**src/rtl/adc_trig_fifo_writer.sv**
```systemverilog
// Trigger-driven ADC capture engine feeding a 32-bit FIFO sink port.
// An accepted trigger produces one header, NSAMPLES/2 packed data words
// and a trailer. A small word buffer sits between capture and the sink
// so that sink back-pressure does not stall capture.
module adc_trig_fifo_writer #(
  parameter int unsigned NSAMPLES  = 64,
  parameter int unsigned BUF_DEPTH = 16
) (
  input  logic        clk,
  input  logic        rst,
  input  logic [13:0] adc_data,
  input  logic        write_en,
  input  logic        exttrg,
  output logic [31:0] fifo_writedata,
  output logic        fifo_write,
  input  logic        fifo_waitrequest,
  output logic        busy,
  output logic        ovf,
  output logic [23:0] event_count,
  output logic [15:0] trg_missed
);

  localparam int unsigned AW = $clog2(BUF_DEPTH);

  localparam logic [1:0] S_IDLE = 2'd0;
  localparam logic [1:0] S_HDR  = 2'd1;
  localparam logic [1:0] S_CAPT = 2'd2;
  localparam logic [1:0] S_TRL  = 2'd3;

  localparam logic [15:0] NS16   = 16'(NSAMPLES);
  localparam logic [15:0] LAST   = 16'(NSAMPLES - 1);
  localparam logic [AW:0] FULL_N = (AW + 1)'(BUF_DEPTH);

  // Capture FSM state
  logic [1:0]  state_q, state_d;
  logic        trg_prev_q;
  logic [15:0] smp_q, smp_d;
  logic [13:0] held_q, held_d;
  logic        ovf_q, ovf_d;
  logic        ovf_evt_q, ovf_evt_d;
  logic [23:0] event_count_q, event_count_d;
  logic [15:0] missed_q, missed_d;

  // Word buffer
  logic [31:0] mem_q [BUF_DEPTH];
  logic [AW-1:0] wptr_q, rptr_q;
  logic [AW:0]   count_q, count_d;

  // Sink-side output registers
  logic        wr_q, wr_d;
  logic [31:0] wdata_q, wdata_d;

  logic        trg_edge;
  logic        buf_full, buf_empty;
  logic        pop, space;
  logic        push;
  logic [31:0] push_data;

  assign trg_edge  = exttrg & ~trg_prev_q;
  assign buf_full  = (count_q == FULL_N);
  assign buf_empty = (count_q == '0);
  // A word leaves the buffer whenever the output register is free or
  // being accepted this cycle; a same-cycle pop frees a slot for a push.
  assign pop       = ~buf_empty & (~wr_q | ~fifo_waitrequest);
  assign space     = ~buf_full | pop;

  // Capture FSM: framing, packing, drop accounting and counters
  always_comb begin
    state_d       = state_q;
    smp_d         = smp_q;
    held_d        = held_q;
    ovf_d         = ovf_q;
    ovf_evt_d     = ovf_evt_q;
    event_count_d = event_count_q;
    missed_d      = missed_q;
    push          = 1'b0;
    push_data     = '0;
    case (state_q)
      S_IDLE: begin
        if (trg_edge & write_en) begin
          if (!buf_full) begin
            state_d   = S_HDR;
            ovf_evt_d = 1'b0;
          end else if (missed_q != '1) begin
            missed_d = missed_q + 16'd1;
          end
        end
      end
      // Header always fits: nothing pushes between acceptance and here.
      S_HDR: begin
        push      = 1'b1;
        push_data = {8'hA5, event_count_q};
        smp_d     = '0;
        state_d   = S_CAPT;
      end
      S_CAPT: begin
        if (!smp_q[0]) begin
          held_d = adc_data;
        end else begin
          push_data = {2'b10, held_q, 2'b00, adc_data};
          if (space) begin
            push = 1'b1;
          end else begin
            ovf_d     = 1'b1;
            ovf_evt_d = 1'b1;
          end
        end
        if (smp_q == LAST) begin
          smp_d   = '0;
          state_d = S_TRL;
        end else begin
          smp_d = smp_q + 16'd1;
        end
      end
      default: begin
        if (space) begin
          push          = 1'b1;
          push_data     = {8'h5A, 7'b0, ovf_evt_q, NS16};
          event_count_d = event_count_q + 24'd1;
          state_d       = S_IDLE;
        end
      end
    endcase
  end

  // Buffer occupancy and sink-side load/hold/release
  always_comb begin
    count_d = count_q;
    case ({push, pop})
      2'b10:   count_d = count_q + (AW + 1)'(1);
      2'b01:   count_d = count_q - (AW + 1)'(1);
      default: count_d = count_q;
    endcase
    wr_d    = wr_q;
    wdata_d = wdata_q;
    if (pop) begin
      wr_d    = 1'b1;
      wdata_d = mem_q[rptr_q];
    end else if (wr_q & ~fifo_waitrequest) begin
      wr_d = 1'b0;
    end
  end

  // Control registers; reset aborts any event and flushes the buffer
  always_ff @(posedge clk or posedge rst) begin
    if (rst) begin
      state_q       <= S_IDLE;
      trg_prev_q    <= 1'b0;
      smp_q         <= '0;
      held_q        <= '0;
      ovf_q         <= 1'b0;
      ovf_evt_q     <= 1'b0;
      event_count_q <= '0;
      missed_q      <= '0;
      wptr_q        <= '0;
      rptr_q        <= '0;
      count_q       <= '0;
      wr_q          <= 1'b0;
      wdata_q       <= '0;
    end else begin
      state_q       <= state_d;
      trg_prev_q    <= exttrg;
      smp_q         <= smp_d;
      held_q        <= held_d;
      ovf_q         <= ovf_d;
      ovf_evt_q     <= ovf_evt_d;
      event_count_q <= event_count_d;
      missed_q      <= missed_d;
      count_q       <= count_d;
      wr_q          <= wr_d;
      wdata_q       <= wdata_d;
      if (push) wptr_q <= wptr_q + AW'(1);
      if (pop)  rptr_q <= rptr_q + AW'(1);
    end
  end

  // Buffer storage; contents are don't-care once pointers are reset
  always_ff @(posedge clk) begin
    if (push) mem_q[wptr_q] <= push_data;
  end

  assign fifo_writedata = wdata_q;
  assign fifo_write     = wr_q;
  assign busy           = (state_q != S_IDLE);
  assign ovf            = ovf_q;
  assign event_count    = event_count_q;
  assign trg_missed     = missed_q;

endmodule

```
**config.mk**
```make
export PLATFORM = sky130hd
export DESIGN_NAME = adc_trig_fifo_writer
export DESIGN_NICKNAME = d
export VERILOG_FILES = /design/src/rtl/adc_trig_fifo_writer.sv
export SDC_FILE = /design/constraint.sdc
export NUM_CORES = 1
export LEC_CHECK = 0
export ABC_CLOCK_PERIOD_IN_PS = 5900
export CAP_MARGIN = 0
export CORE_MARGIN = 4
export CORE_UTILIZATION = 55
export DETAILED_ROUTE_END_ITERATION = 8
export DONT_BUFFER_PORTS = 1
export HOLD_SLACK_MARGIN = 0.02
export MAX_ROUTING_LAYER = met4
export PLACE_DENSITY = 0.68
export SLEW_MARGIN = 30
export SYNTH_ARGS = -nofsm -noshare
export SYNTH_HDL_FRONTEND = slang
export SYNTH_SLANG_ARGS = --single-unit
```
**constraint.sdc**
```tcl
create_clock -name clk -period 5.9 [get_ports clk]
set_clock_uncertainty 0.2 [all_clocks]
set_input_delay 1.18 -clock clk [delete_from_list [all_inputs] [get_ports clk]]
set_output_delay 1.18 -clock clk [all_outputs]
set_load 0.01 [all_outputs]
```
== Word level (Yosys, flattened, before mapping) ==
Memories as Yosys holds them, arrays and structs flattened. A register that Yosys moved wholly into a read port is not among the register bits.
Cells that the tools add are included.
Storage, ports and cells
  bits in registers: 89
  output and inout port bits: 75
  latch bits: 0
  memory bits (read-only): 0
  RAM bits: 512
  input bits: 19
  memories kept: 1
  word-level logic and storage cells: 84
Memory list
  mem_q: words 16, bits a word 32, rd ports 1, clocked after Yosys merged registers in 1, write ports 1, line 45  | logic [31:0] mem_q [BUF_DEPTH];
Cells by class
  order comparisons: 0
  shift-type cells: 0
  div/mod/pow operators: 0
  reductions and logical operators: 15
  $mul: 0
  muxes and demuxes: 23
  bitwise operators: 14
  equality and inequality tests: 12
  add/sub/neg operators: 7
Operators with widths (number)
  32-bit one-hot mux with 3 select lines: 1
  16-bit by 1-bit adder with 16-bit output, second input constant: 2
  32-bit two-way mux: 1
  16-bit one-hot mux with 2 select lines: 1
  31-bit two-way mux: 1
  24-bit by 1-bit adder with 24-bit output, second input constant: 1
  16-bit by 6-bit == test with 1-bit output, second input constant: 1
  16-bit two-way mux: 1
  16-bit != test, second input constant: 1
  1-bit two-way mux: 10
  2-bit != test, second input constant: 5
  5-bit one-hot mux with 2 select lines: 1
  2-bit nonzero test: 5
  4-bit by 1-bit adder with 4-bit output, second input constant: 2
  2-bit two-way mux: 4
  1-bit NOT: 8
  4-bit AND reduction: 2
  2-bit one-hot mux with 3 select lines: 1
  5-bit by 1-bit adder with 5-bit output, second input constant: 1
  5-bit == test, second input constant: 1
  5-bit zero test: 1
  5-bit AND reduction: 1
  5-bit by 1-bit subtractor with 5-bit output, second input constant: 1
  1-bit bitwise AND: 4
  10 further kinds: 14

== Logic depth before layout (Yosys ltp) ==
  depth after elaboration: 9
  mapped depth: 15
  depth with buffers taken out: 13

== Worst setup path after synthesis ==
No wires, ideal clock.
  path kind: reg2reg
  start point: register state_q[0]
  end point: memory mem_q[0][0] (enable)
  stages on the path, launching flop included: 9
  data arrival time: 4.279 ns
  buffers on the path: 1
  period minus slack after synthesis: 4.940 ns
  setup slack: 0.960 ns
  required time: 5.239 ns
  library setup time: 0.461 ns
  cell sequence: dfrtp_1 > inv_1 > ha_1 > nand2_1 > o21bai_1 > o22a_1 > buf_2 > nand2_1 > nor3_1
On the way
  cells in the longest elaborated chain, start to end: 4
  elaborated cells between the ends (all ways): 6
  classes of those cells: eq/ne: 2; mux: 3; reduce/logical: 1
Ends and longest elaborated chain
  from (decl): line 35  | logic [1:0] state_q, state_d;
  from (signal assigned): line 161  | state_q <= state_d;
  2-bit == test (tied with other cells): line 78  | case (state_q)
  1-bit one-hot mux with 3 select lines (*): line 78
  1-bit two-way mux (*): line 179  | if (push) mem_q[wptr_q] <= push_data;
  1-bit two-way mux (not written as such) (*): line 179
  to (decl): line 45
Every way passes the cells marked *; elsewhere a longest branch is shown, timed or not.

== Worst setup path after layout ==
  start point: register state_q[0]
  end point: memory mem_q[5][23] (enable)
The elaborated chain is that of the path after synthesis.

==> results.md <==
* Pre-CTS setup slack at around 2.2 ns
* Initial antenna violation count at 6
* Post-DP HPWL at 32300 um
* Root buffer cell: clkbuf_16
* Post-CTS Setup Bufs at 0
* Crit path largest cell delay at 0.52 ns
* Worst setup margin at ~2.2 ns
* Depth of the CTS H-tree at 2
* Core Footprint at approximately 45000 um^2
* Hold Fails Final Rpt at 0
* Final max-slew violation count at 0
* Drt pass-1 iters at 5
* Gpl congestion at a little under 0.8
* Total grt overflow at 0
* Sequential-to-total area share from yosys stat at about three quarters
* Vias in the first global route at ~13000
* Reg-to-Reg Start: state_q[0]
* Slew @ Worst Pin at approximately 0.97 ns
* Critical path startpoint category: flop
* Via count at approximately 13000
* CP Class: reg2reg
* Syn Nets at about 1400
* Pin count of the biggest net entering global routing at 121
* Die Width at between 200 and 250 um
* Max IR drop VDD at 0.0003678 V
* CTS buffer count at 61
* Hold_buf cts at 0
* Setup tns final at 0 ns
* Relative slew slack at roughly a third
* Ys async rst share at a little under a fifth
* Ys flop type: edfxtp_1
* Final min period at between 3 and 4 ns
* Worst setup EP type: flop
* Drt wl/cell at approximately 27 um
* Worst-path fanout max at 21
* Avg Inst Size Synth at about 19 um^2
* Max Fclk at 0.2693 GHz
* CTS clk-pin slew, worst paths at roughly 0.060 ns
* CP max stage cell: nor2_4
* Via density at between 6 and 7
* CP Cell Sequence: inv_1, ha_1, nand2_1, o21bai_1, buf_4, o22a_1, nand2_1, nor2_4, buf_4
* Number of max-cap violations at 0
* GRT Overall Usage at a little under a quarter
* Type of the worst min-delay path: reg2reg
* Pleak at between 9 and 10 nW
* Worst Setup SP: state_q[0]
* Cell area after layout at 27990 um^2
* Detailed Route WL at about 54000 um
* Crit-path leading delay family: simple AND/OR/NAND/NOR gates
* Sink Count at roughly 630
* Number of enable flip-flop cells after synthesis at 512
* Post-Synthesis Cells at ~1300
* Initial DRC Count at between 1000 and 1500
* Chip height at 221.5 um
* Dpl cell area at approximately 26000 um^2
* Port bufs at 0
* Initial Util at 56.20%
* Worst-Skew Late Latency at roughly 0.61 ns
* Period Utilization, post-route at 62.93%
* Io pins at 94
* Detailed-route DRC error count at 0
* CTS resizes at 0
* First-pass GRT wire length at about 84000 um
* Final net count at 1377
* Worst Path Arrival at ~3.8 ns
* Synthesis Warnings at 0
* Cell area after synthesis at roughly 25000 um^2
* Synth unique cells at 66
* Reg-to-reg slack, setup at between 2 and 2.5 ns
* Setup violators final at 0
* Clk buf depth at 3
* Buf/Inv on CP at 3
* CTS tree: yes
* Row count at between 70 and 80
* Power Density at a little under 500 nW/um^2
* Share of layout cells above drive strength 1 at 24.30%
* Area Growth Syn to Fin at 11.65%
* Hold path startpoint: held_q[12]
* Placed insts at 1871
* ANT nets after route at 0
* Status: finished, final reports clean
* Die ar. at just under 50000 um^2
* Yosys reg bits at 633
* Filler-free cell count of the finished design at 1994
* WP data required at ~6 ns
* RSZ-0062 raised after global routing: no
## logic make-up (layout without fill, tap and decap cells)
kind of cell             Yosys count  count (layout)  share of synthesized area [%]
flip-flops                       633             633                          73.40
multiplexers                     182             182                          13.90
AND/OR/NAND/NOR                  178             178                          3.773
AO/OA/AOI/OAI                    166             166                          4.572
buffers and inverters             87             165                          1.632
XOR/XNOR                          55              55                          1.921
adder cells (fa/ha/maj)           16              16                         0.7985
other                              0               7                              0
## power breakdown
group	leakage, nW	internal [mW]	switching, mW
sequential	6.32	5.79	0.438
combinational	2.30	1.61	2.20
clock	0.987	2.26	1.62
total	9.60	9.67	4.25
## layer usage
| metal | track usage (%) | wire, um | vias to the layer above |
|---|---|---|---|
| met1 | 33.06 | 23300 | 6684 |
| met3 | 5.918 | 4121 | 63 |
| met5 | - | 0 | - |
| met2 | 35.02 | 25970 | 378 |
| met4 | 4.002 | 681 | 0 |
| li1 | - | - | 5377 |
## stage by stage
stage | power (mW) | util [%] | hold WS [ns]
2_1_floorplan | 9.026 | - | 0.2806
3_3_place_gp | 10.05 | 57.87 | 0.2909
3_5_place_dp | 10.18 | 58.19 | 0.2967
4_1_cts | 14.06 | 62.71 | 0.3108
5_1_grt | 14.62 | 62.75 | 0.3149
6_report | 13.92 | 62.75 | 0.3079
## synth_stat cells, drive strengths merged, types with 17 or more instances
library cell | count | area, um^2
a21oi | 40 | 200.2
a22o | 20 | 175.2
buf | 32 | 201.4
clkbuf | 35 | 132.6
dfrtp | 121 | 3028
edfxtp | 512 | 15370
inv | 19 | 71.31
mux2 | 49 | 551.8
mux4 | 128 | 2883
nand2 | 46 | 187.7
nand3 | 21 | 117.6
nor2 | 40 | 150.1
nor3 | 17 | 111.4
o22ai | 61 | 381.6
xnor2 | 29 | 254.0
xor2 | 26 | 227.7
## layout make-up
type                       instances  area (um^2)
sequential                       633        18410
inverter                          20        80.08
clock buffer                      87         1737
fill                            3040        16620
timing repair buffer              29        346.6
multi-input combinational        597         6377
tap                              592        740.7
antenna                            7        17.52
clock inverter                    29        280.3
## final timing paths
check	to	depth (start not counted)
max	mem_q[5][23]	9
min	held_q[12]	1
max reg2reg	mem_q[5][23]	9
min reg2reg	held_q[12]	1
max in group asynchronous	fifo_writedata[2]	2
min in group asynchronous	smp_q[4]	1
## state kept, by name (all words and copies together), names as in the netlist
name	count
wptr_q	4
ovf_evt_q	1
state_q	2
fifo_writedata	32
smp_q	16
mem_q	512
trg_prev_q	1
count_q	5
event_count	24
fifo_write	1
held_q	14
ovf	1
trg_missed	16
rptr_q	4
## cell usage in the layout, fill, tap and decap left out, drive strengths merged, types with 3 or more instances in the layout
cell type and count:
nand2 46, a211oi 3, dfrtp 121, diode 7
o22ai 61, nand4 16, xor2 26, ha 16
a31oi 4, mux2 49, o21a 5, and4 3
mux2i 5, nor2b 6, a21oi 40, buf 29
o2bb2ai 5, xnor2 29, inv 21, nor4 4
a22o 20, clkbuf 87, and2 3, nand2b 5
nand3 21, or3 3, o21ai 10, nor3 17
and3 10, mux4 128, edfxtp 512, clkinv 21
nor2 40, bufinv 5
Power figures use the tool's default switching activity.
